### src/rtl/bank_read_streamer.sv
// rtl/bank_read_streamer.sv - burst reader from a memory bank into a 4-deep skid FIFO stream
// Reads issue only while the FIFO plus in-flight reads can absorb them, so backpressure never overflows.
`ifndef ADDR_RAM
`define ADDR_RAM 8
`endif
`ifndef WID_RAM
`define WID_RAM 16
`endif

module bank_read_streamer #(
   parameter int FIFO_DEPTH = 4
) (
   input  logic                 clk,
   input  logic                 rst_n,
   input  logic                 start,
   input  logic [`ADDR_RAM-1:0] base_addr,
   input  logic [`ADDR_RAM:0]   length,
   output logic                 mem_re,
   output logic [`ADDR_RAM-1:0] mem_rd_addr,
   input  logic [`WID_RAM-1:0]  mem_data_out,
   output logic                 m_valid,
   output logic [`WID_RAM-1:0]  m_data,
   output logic                 m_last,
   input  logic                 m_ready,
   output logic                 busy,
   output logic                 done
);
   localparam int AW = `ADDR_RAM;
   localparam int WW = `WID_RAM;

   typedef enum logic [1:0] {IDLE, RUN, DONE} state_t;

   state_t        state, state_nx;
   logic [AW-1:0] rd_addr;
   logic [AW:0]   issue_cnt;
   logic [AW:0]   deliver_cnt;
   logic          re_d;
   logic [WW-1:0] fifo_mem [0:3];
   logic [1:0]    wr_ptr, rd_ptr;
   logic [2:0]    fifo_count;
   logic [2:0]    occupancy;
   logic          accept, push, pop;

   // re_d is the single read in flight (memory latency is one cycle)
   assign occupancy   = fifo_count + {2'b00, re_d};
   assign mem_re      = (state == RUN) && (issue_cnt != '0) && (occupancy < 3'(FIFO_DEPTH));
   assign mem_rd_addr = rd_addr;
   assign push        = re_d;
   assign m_valid     = (fifo_count != 3'd0);
   assign pop         = m_valid && m_ready;
   assign m_data      = m_valid ? fifo_mem[rd_ptr] : '0;
   assign m_last      = m_valid && (deliver_cnt == (AW+1)'(1));
   assign busy        = (state != IDLE);
   assign done        = (state == DONE);

   always_comb begin
      state_nx = state;
      accept   = 1'b0;
      case (state)
         IDLE: begin
            if (start) begin
               accept   = 1'b1;
               state_nx = (length != '0) ? RUN : DONE;
            end
         end
         RUN:     if (pop && m_last) state_nx = DONE;
         DONE:    state_nx = IDLE;
         default: state_nx = IDLE;
      endcase
   end

   always_ff @(posedge clk or negedge rst_n) begin
      if (!rst_n) begin
         state       <= IDLE;
         rd_addr     <= '0;
         issue_cnt   <= '0;
         deliver_cnt <= '0;
         re_d        <= 1'b0;
      end else begin
         state <= state_nx;
         re_d  <= mem_re;
         if (accept) begin
            rd_addr   <= base_addr;
            issue_cnt <= length;
         end else if (mem_re) begin
            rd_addr   <= rd_addr + AW'(1);
            issue_cnt <= issue_cnt - (AW+1)'(1);
         end
         if (accept)
            deliver_cnt <= length;
         else if (pop)
            deliver_cnt <= deliver_cnt - (AW+1)'(1);
      end
   end

   always_ff @(posedge clk or negedge rst_n) begin
      if (!rst_n) begin
         wr_ptr     <= '0;
         rd_ptr     <= '0;
         fifo_count <= '0;
      end else begin
         if (push) wr_ptr <= wr_ptr + 2'd1;
         if (pop)  rd_ptr <= rd_ptr + 2'd1;
         case ({push, pop})
            2'b10:   fifo_count <= fifo_count + 3'd1;
            2'b01:   fifo_count <= fifo_count - 3'd1;
            default: fifo_count <= fifo_count;
         endcase
      end
   end

   // Storage needs no reset; m_data is gated by m_valid
   always_ff @(posedge clk) begin
      if (push) fifo_mem[wr_ptr] <= mem_data_out;
   end

endmodule
### config.mk
export PLATFORM = sky130hd
export DESIGN_NAME = bank_read_streamer
export DESIGN_NICKNAME = d
export VERILOG_FILES = /design/src/rtl/bank_read_streamer.sv
export SDC_FILE = /design/constraint.sdc
export NUM_CORES = 1
export LEC_CHECK = 0
export CAP_MARGIN = 20
export CORE_MARGIN = 2
export CORE_UTILIZATION = 28
export CTS_BUF_LIST = sky130_fd_sc_hd__clkbuf_8 sky130_fd_sc_hd__clkbuf_16
export CTS_CLUSTER_DIAMETER = 30
export DETAILED_ROUTE_END_ITERATION = 10
export SLEW_MARGIN = 40
export SYNTH_ARGS = -nofsm -noshare
export SYNTH_HDL_FRONTEND = slang
export SYNTH_SLANG_ARGS = --single-unit
### constraint.sdc
create_clock -name clk -period 2.3 [get_ports clk]
set_input_delay 0.575 -clock clk [delete_from_list [all_inputs] [get_ports clk]]
set_output_delay 0.575 -clock clk [all_outputs]
set_load 0.02 [all_outputs]
Word-level counts from Yosys, hierarchy flattened
Memory sizes are Yosys's and may differ from the RTL's.
Cells that the tools add are included.

storage, ports and cells
  word-level logic and storage cells = 55
  bits in registers = 36
  memories kept = 1
  bits of input ports = 37
  output and inout bits = 29
  memory bits (writable) = 64

cells by class
  order comparisons = 1
  equality and inequality tests = 7
  multiplexer cells = 16
  add/subtract/negate cells = 8
  reductions and logical operators = 14

memories
  name      depth  bits a word  read ports  clocked after Yosys merged registers in  write ports  RTL line  source
  fifo_mem  4      16           1           0                                        1            38        logic [WW-1:0] fifo_mem [0:3];

operators by type and width
  kind                                                   count
  2-to-1 mux 9 bit                                       4
  nonzero test 9 bit                                     2
  subtractor 9 x 1 -> 9 bit, second input constant       2
  2-to-1 mux 16 bit                                      1
  2-to-1 mux 8 bit                                       2
  == test 9 x 1 -> 1 bit, second input constant          1
  adder 8 x 1 -> 8 bit, second input constant            1
  nonzero test 2 bit                                     4
  2-to-1 mux 2 bit                                       3
  case mux 3 bit (2 select lines)                        1
  logical AND 1 bit                                      5
  adder 2 x 1 -> 2 bit, second input constant            2
  == test 2 x 1 -> 1 bit, second input constant          2
  == test 2 bit, second input constant                   2
  2-to-1 mux 1 bit                                       4
  case mux 2 bit (2 select lines)                        1
  adder 3 x 1 -> 3 bit                                   1
  adder 3 x 1 -> 3 bit, second input constant            1
  < comparator 3 bit, second input constant              1
  nonzero test 3 bit                                     1
  subtractor 3 x 1 -> 3 bit, second input constant       1
  zero test 2 bit                                        1
  inequality test 2 x 1 -> 1 bit, second input constant  1
  inequality test 2 bit, second input constant           1
  AND reduction 2 bit                                    1

Longest topological paths before layout
Gate-level depths: netlist of the first run.

  depth after elaboration = 5
  gate-level depth with buffers = 9
  gate-level depth less buffers = 8

Worst setup path after synthesis of the first run
No wires, ideal clock.

  path kind = reg-to-output
  start = register issue_cnt[0]
  end = output mem_re
  required time = 1.725 ns
  data arrival time = 1.639 ns
  cell stages (with the launch flop) = 7
  path slack = 0.086 ns
  buffers on the path = 0
  cell sequence = dfrtp_1 > inv_1 > ha_1 > or2b_2 > or4_4 > nand2_4 > inv_2

on the way
  cells in the longest elaborated chain, start to end = 3

ends and longest elaborated chain
  what                            RTL line  source
  from (decl)                     35        logic [AW:0] issue_cnt;
  from (signal assigned)          84        issue_cnt <= length;
  from (signal assigned)          87        issue_cnt <= issue_cnt - (AW+1)'(1);
  nonzero test 9 bit              46        assign mem_re = (state == RUN) && (issue_cnt != '0) && (occupancy < 3'(FIFO_DEPTH));
  logical AND 1 bit (2 in a row)  46
  to (decl)                       18        output logic mem_re,

No other way between the ends.

Worst setup path in the final report of the first run
  start = register issue_cnt[4]
  end = output mem_re

Same word-level chain as after synthesis.

==> flow_summary.json, run 1 <==
{
  "rsz0062_at_grt": "true",
  "drc": 0,
  "fin_crit_ns": 2.54,
  "slew_headroom_pct": 62.8,
  "dr.pass1.iters": 4,
  "critPathSlowestCell": "or4_4",
  "path_class": "flip-flop to primary output",
  "drive_gt1_share_pct": 31.2,
  "syn_area_per_cell_um2": 13.8,
  "cts_buffers": 9,
  "io_buffers": 65,
  "min_path_cells": 1,
  "io_pins": 66,
  "num_antenna_cells": 0,
  "gp_congestion": 0.842,
  "yosys_warnings": 0,
  "finalClockSkew_ns": 0.00781,
  "grt_pass1_vias": 3101,
  "drv_slew": 0,
  "die_area_mm2": 0.0170,
  "avgViaCountPerCell": 4.54,
  "die_w_um": 130,
  "ys_types": 53,
  "mostFrequentLayoutCells": "64 x edfxtp_1, 52 x buf_4, 45 x clkdlybuf4s50_1, 35 x dfrtp_1, 26 x buf_6",
  "place_ws_ns": -0.362,
  "peakVddDrop_v": 0.000691,
  "final_common_cell": "edfxtp_1",
  "start_util_pct": 28.4,
  "critPathBufInv": 2,
  "final_core_util_pct": 40.4,
  "setup_viol": 16,
  "clockBufferDepth": 2,
  "hold_path_end": "wr_ptr[0]",
  "syn_area_mm2": 0.00447,
  "synth_edf_count": 64,
  "htree_levels": 3,
  "power.density_mw_per_mm2": 1420,
  "vias": 3059,
  "synthCells": 324,
  "hold_violations": 0,
  "cts_root_buffer": "clkbuf_16",
  "start_kind": "flip-flop",
  "synth_flop_cell": "edfxtp_1",
  "hpwl_mm": 7.04,
  "critPathMaxFanout": 2,
  "crit_arrival_ns": 1.96,
  "cp_slowest_stage_delay_ns": 0.54,
  "worstSetupEndpointType": "primary output",
  "outcome": "finished, violations left",
  "wirelength_mm": 10.4,
  "cap_violations": 0,
  "violations": "setup timing",
  "seq_area_frac_synth_pct": 63.1,
  "fmax_ghz": 0.394,
  "layout.nets": 500,
  "antenna_found_initial": 0,
  "dieHeight_um": 130,
  "finalCritPeriodShare_pct": 110,
  "leakagePower_uw": 0.00248,
  "hold_path_class": "flip-flop to flip-flop",
  "min_from": "wr_ptr[0]",
  "grt_first_pass_wirelength_mm": 16.2,
  "async_flop_share_pct": 36.0,
  "cpMostUsedCell": "or4_4",
  "regToRegEndpoint": "mem_rd_addr[7]",
  "routedWlPerCell_um": 15.4,
  "rows": 46,
  "grtUsageTotal_pct": 12.7,
  "path_delay_family": "simple AND/OR/NAND/NOR gates",
  "worst_slew_pin_slew_ns": 0.558,
  "cp_cell_sequence": "or4_4, or4_4, nand2_4, inv_2, buf_6",
  "grt_overflow": 0,
  "clk_latency_ns": 0.34,
  "reg2reg_slack_ns": 0.10,
  "rr_worst_depth": 6,
  "r2r-start": "issue_cnt[4]",
  "tns_ns": -1.48,
  "crit_required_ns": 1.73,
  "core-area_mm2": 0.0158,
  "synthesis.nets": 371,
  "postLayoutSetupSlackWorst_ns": -0.238,
  "grt_max_degree": 37,
  "ys_ff_latch": 100,
  "ant_nets": 0,
  "cts_tree": "done",
  "clock-sinks": 100,
  "clk_pin_slew_ns": 0.07,
  "drtIter0Drc": 162,
  "area_growth_syn_to_layout_pct": 42.4
}
state kept, by name, summed over array words and instances, names as in the netlist:
signal,flops
issue_cnt,9
fifo_mem,64
deliver_cnt,9
wr_ptr,2
fifo_count,3
push,1
state,2
rd_ptr,2
mem_rd_addr,8
kinds of logic after synthesis:
group	synth area share (%)
adders and majority gates	2.97
xor gates and xnor gates	3.13
AOI/OAI and AO/OA	7.52
buffers and inverters	2.71
muxes	8.28
DFF	63.1
and+or+nand+nor	12.3
Yosys cell counts, drive strengths merged, types with 2 or more instances:
cell	n	area share [%]
edfxtp	64	43
dfrtp	36	20
nand2	25	2.3
nor2	18	1.6
nor2b	18	2.5
o21ai	18	2.0
inv	17	1.4
mux4	16	8.1
a21oi	11	1.5
xnor2	10	2.0
ha	9	2.5
clkbuf	8	0.70
nor3	8	1.0
nand3	7	0.78
and2	6	0.84
xor2	6	1.2
nor4	5	0.70
buf	4	0.59
or4	4	0.84
a221o	3	0.67
nand4	3	0.42
o211ai	3	0.50
a211oi	2	0.45
a31oi	2	0.28
nand2b	2	0.28
o21a	2	0.34
o311a	2	0.48
routing by layer:
layer	GRT usage, %	vias to the layer above	wire length (um)	share of wire, %
met1	17.4	1522	4860	47
met2	20.5	56	5050	49
met4	4.01	0	150	1.4
met5	0	-	0	0
met3	2.40	11	335	3.2
li1	-	1470	-	-
through the flow:
step	instances	cell area (um^2)	hold WS (ns)	total power [uW]
3_5_place_dp	640	5720	0.530	6910
4_1_cts	667	6110	0.540	8610
2_1_floorplan	324	4470	0.279	5160
5_1_grt	674	6370	0.564	9670
3_3_place_gp	640	5720	0.513	6820
6_report	674	6370	0.535	9070
cell type report:
class | instances | area (um^2)
tap | 216 | 270
multi-input combinational | 195 | 1660
sequential | 100 | 2820
fill | 1495 | 9400
clock buffer | 9 | 225
inverter | 17 | 63.8
clock inverter | 7 | 75.1
timing repair buffer | 130 | 1250
report_power, final:
group          internal, uW  switching, uW  total, uW
Combinational          2500           2190       4680
Clock                   854            674       1530
Sequential             2510            352       2860
worst max-delay path by stage:
stage,start,to,cells after the start
finish,issue_cnt[4],mem_re,5
global route,deliver_cnt[1],m_last,7
CTS,issue_cnt[4],mem_re,5
detailed placement,deliver_cnt[1],m_last,7
global placement,deliver_cnt[1],m_last,7
floorplan,issue_cnt[0],mem_re,6
timing repair:
action                     4_1_cts  5_1_grt
gates resized for setup         91       57
hold buffers                     0        0
pin swaps                        4        4
setup buffers                   10        8
cloned                           1        0
setup endpoints to repair       19       21
No activity file was read; power rests on OpenSTA's default activity.
==> run 2, diff against run 1 <==
--- a/config.mk
+++ b/config.mk
@@ -9,8 +9,8 @@
 export CORE_MARGIN = 2
 export CORE_UTILIZATION = 28
 export CTS_BUF_LIST = sky130_fd_sc_hd__clkbuf_8 sky130_fd_sc_hd__clkbuf_16
-export CTS_CLUSTER_DIAMETER = 30
 export DETAILED_ROUTE_END_ITERATION = 10
+export GPL_TIMING_DRIVEN = 0
 export SLEW_MARGIN = 40
 export SYNTH_ARGS = -nofsm -noshare
 export SYNTH_HDL_FRONTEND = slang
==> run 2 against run 1 <==
- global-route usage rose by 0.073 points
- clock power barely moved
- clock-buffer cell count did not move
- clock skew fell by 0.0021 ns
- largest cell class unchanged
- critical path type unchanged
- the flow still finishes with violations (setup timing)
==> flow_summary.json, run 2 (synthesis gave the netlist of run 1 again) <==
{
  "met1_length_mm": 4.82,
  "multi_input_area_mm2": 0.00166,
  "cts_tree": "done",
  "fin_crit_ns": 2.60,
  "dr.pass1.iters": 4,
  "cts_buffers": 9,
  "largest_reg_flops": 64,
  "wl_met2_mm": 4.84,
  "grt_overflow": 0,
  "worstSetupEndpointType": "primary output",
  "largestRegisters": "fifo_mem x64, deliver_cnt x9, issue_cnt x9",
  "final_common_cell": "edfxtp_1",
  "worst_slew_pin_slew_ns": 0.553,
  "dieHeight_um": 130,
  "cap_violations": 0,
  "final_area_mm2": 0.00606,
  "hold_path_class": "primary input to async pin",
  "grt_first_pass_wirelength_mm": 16.0,
  "htree_levels": 3,
  "core-area_mm2": 0.0158,
  "dp.cells": 605,
  "postCtsHoldBufs": 0,
  "grtUsageTotal_pct": 12.7,
  "grt_pass1_vias": 3098,
  "wirelength_mm": 10.3,
  "finalClockSkew_ns": 0.00566,
  "io_pins": 66,
  "grt_max_degree": 37,
  "clk_latency_ns": 0.35,
  "drtIter0Drc": 170,
  "rows": 46,
  "clock-sinks": 100,
  "finalCritPeriodShare_pct": 113,
  "drive_gt1_share_pct": 26.2,
  "ant_nets": 0,
  "hpwl_mm": 6.63,
  "start_kind": "flip-flop",
  "die_area_mm2": 0.0170,
  "antenna_found_initial": 0,
  "fmax_ghz": 0.384,
  "mostFrequentLayoutCells": "64 x edfxtp_1, 45 x clkdlybuf4s50_1, 33 x dfrtp_1, 24 x nand2_1, 20 x buf_4",
  "area.sequential_mm2": 0.00283,
  "die_w_um": 130,
  "crit_arrival_ns": 2.03,
  "fillers": 1533,
  "setup_viol": 18,
  "violations": "setup timing",
  "place_area_mm2": 0.00540,
  "crit_required_ns": 1.73,
  "drv_slew": 0,
  "top_layer": "met4",
  "slew_headroom_pct": 63.1,
  "rsz0062_at_grt": "true",
  "routedWlPerCell_um": 16.1,
  "postLayoutSetupSlackWorst_ns": -0.302,
  "clk_pin_slew_ns": 0.07,
  "gp_congestion": 0.815,
  "start_util_pct": 28.4,
  "drc": 0,
  "io_buffers": 65,
  "met3_length_um": 432,
  "peakVddDrop_v": 0.000462,
  "layout.nets": 467,
  "regMostFlops": "fifo_mem",
  "num_antenna_cells": 0,
  "final_core_util_pct": 38.4,
  "area_growth_syn_to_layout_pct": 35.4,
  "vias": 2983,
  "cts_root_buffer": "clkbuf_16",
  "hold_violations": 0,
  "avgViaCountPerCell": 4.66,
  "power.density_mw_per_mm2": 1430,
  "clockBufferDepth": 2,
  "finalNonFillerCells": 640,
  "outcome": "finished, violations left",
  "critPathMaxFanout": 2,
  "path_class": "flip-flop to primary output",
  "leakagePower_uw": 0.00226
}
-- run 2: through the flow --
stage	worst slack, ns	hold slack (ns)	total power, uW	TNS, ns
floorplan	0.0859	0.279	5160	0
global placement	-0.878	0.477	6390	-22.19
detailed placement	-0.798	0.491	6500	-10.47
CTS	-0.369	0.194	8230	-2.14
global route	-0.348	0.204	9190	-2.42
finish	-0.302	0.175	8650	-1.39
-- run 2: critical path: stages, from the launching register on --
cell and delay (ns):
dfrtp_1 0.40, or4_4 0.54, or4_4 0.46, nand2_4 0.11
inv_8 0.04, buf_6 0.12
-- run 2: timing repair --
item | 4_1_cts | 5_1_grt
pin swaps | 6 | 5
cloned | 0 | 1
gates resized for setup | 108 | 48
setup buffers | 12 | 10
setup endpoints to repair | 21 | 22
-- run 2: final cells by class --
class                      count  area share, %
clock inverter                 6           1.07
tap                          216           4.46
timing repair buffer          88           14.1
inverter                      17           1.18
sequential                   100           46.7
multi-input combinational    195           27.5
clock buffer                   9           3.72
buffer                         9           1.34
-- run 2: path summary, 6_finish.rpt --
check | slack (ns) | start | endpoint | cells past startpoint
hold reg to reg | 0.49 | state[1] | state[0] | 1
setup reg to reg | 0.07 | issue_cnt[6] | mem_rd_addr[7] | 6
setup / recovery | -0.30 | issue_cnt[6] | mem_re | 5
max in group asynchronous | 1.76 | rst_n | fifo_count[0] | 1
min in group clk | 0.49 | state[1] | state[0] | 1
hold / removal | 0.17 | rst_n | deliver_cnt[3] | 1
-- run 2: metal layers --
| metal | up-vias | global-route usage, % |
|---|---|---|
| li1 | 1392 | - |
| met1 | 1507 | 17.2 |
| met2 | 70 | 19.6 |
| met3 | 14 | 3.26 |
| met4 | 0 | 5.38 |
| met5 | - | 0 |
-- run 2: power breakdown --
group	internal (uW)	leakage, uW	switching [uW]	total (uW)
clock network	841	0.000147	661	1500
registers	2520	0.00101	402	2920
logic	2120	0.00110	2110	4230
total	5480	0.00226	3170	8650
==> run 3, diff against run 2 <==
--- a/config.mk
+++ b/config.mk
@@ -9,6 +9,7 @@
 export CORE_MARGIN = 2
 export CORE_UTILIZATION = 28
 export CTS_BUF_LIST = sky130_fd_sc_hd__clkbuf_8 sky130_fd_sc_hd__clkbuf_16
+export CTS_CLUSTER_DIAMETER = 30
 export DETAILED_ROUTE_END_ITERATION = 10
 export GPL_TIMING_DRIVEN = 0
 export SLEW_MARGIN = 40
==> results of run 3 <==
The final DEF is identical to that of run 2; final timing and power are the same.
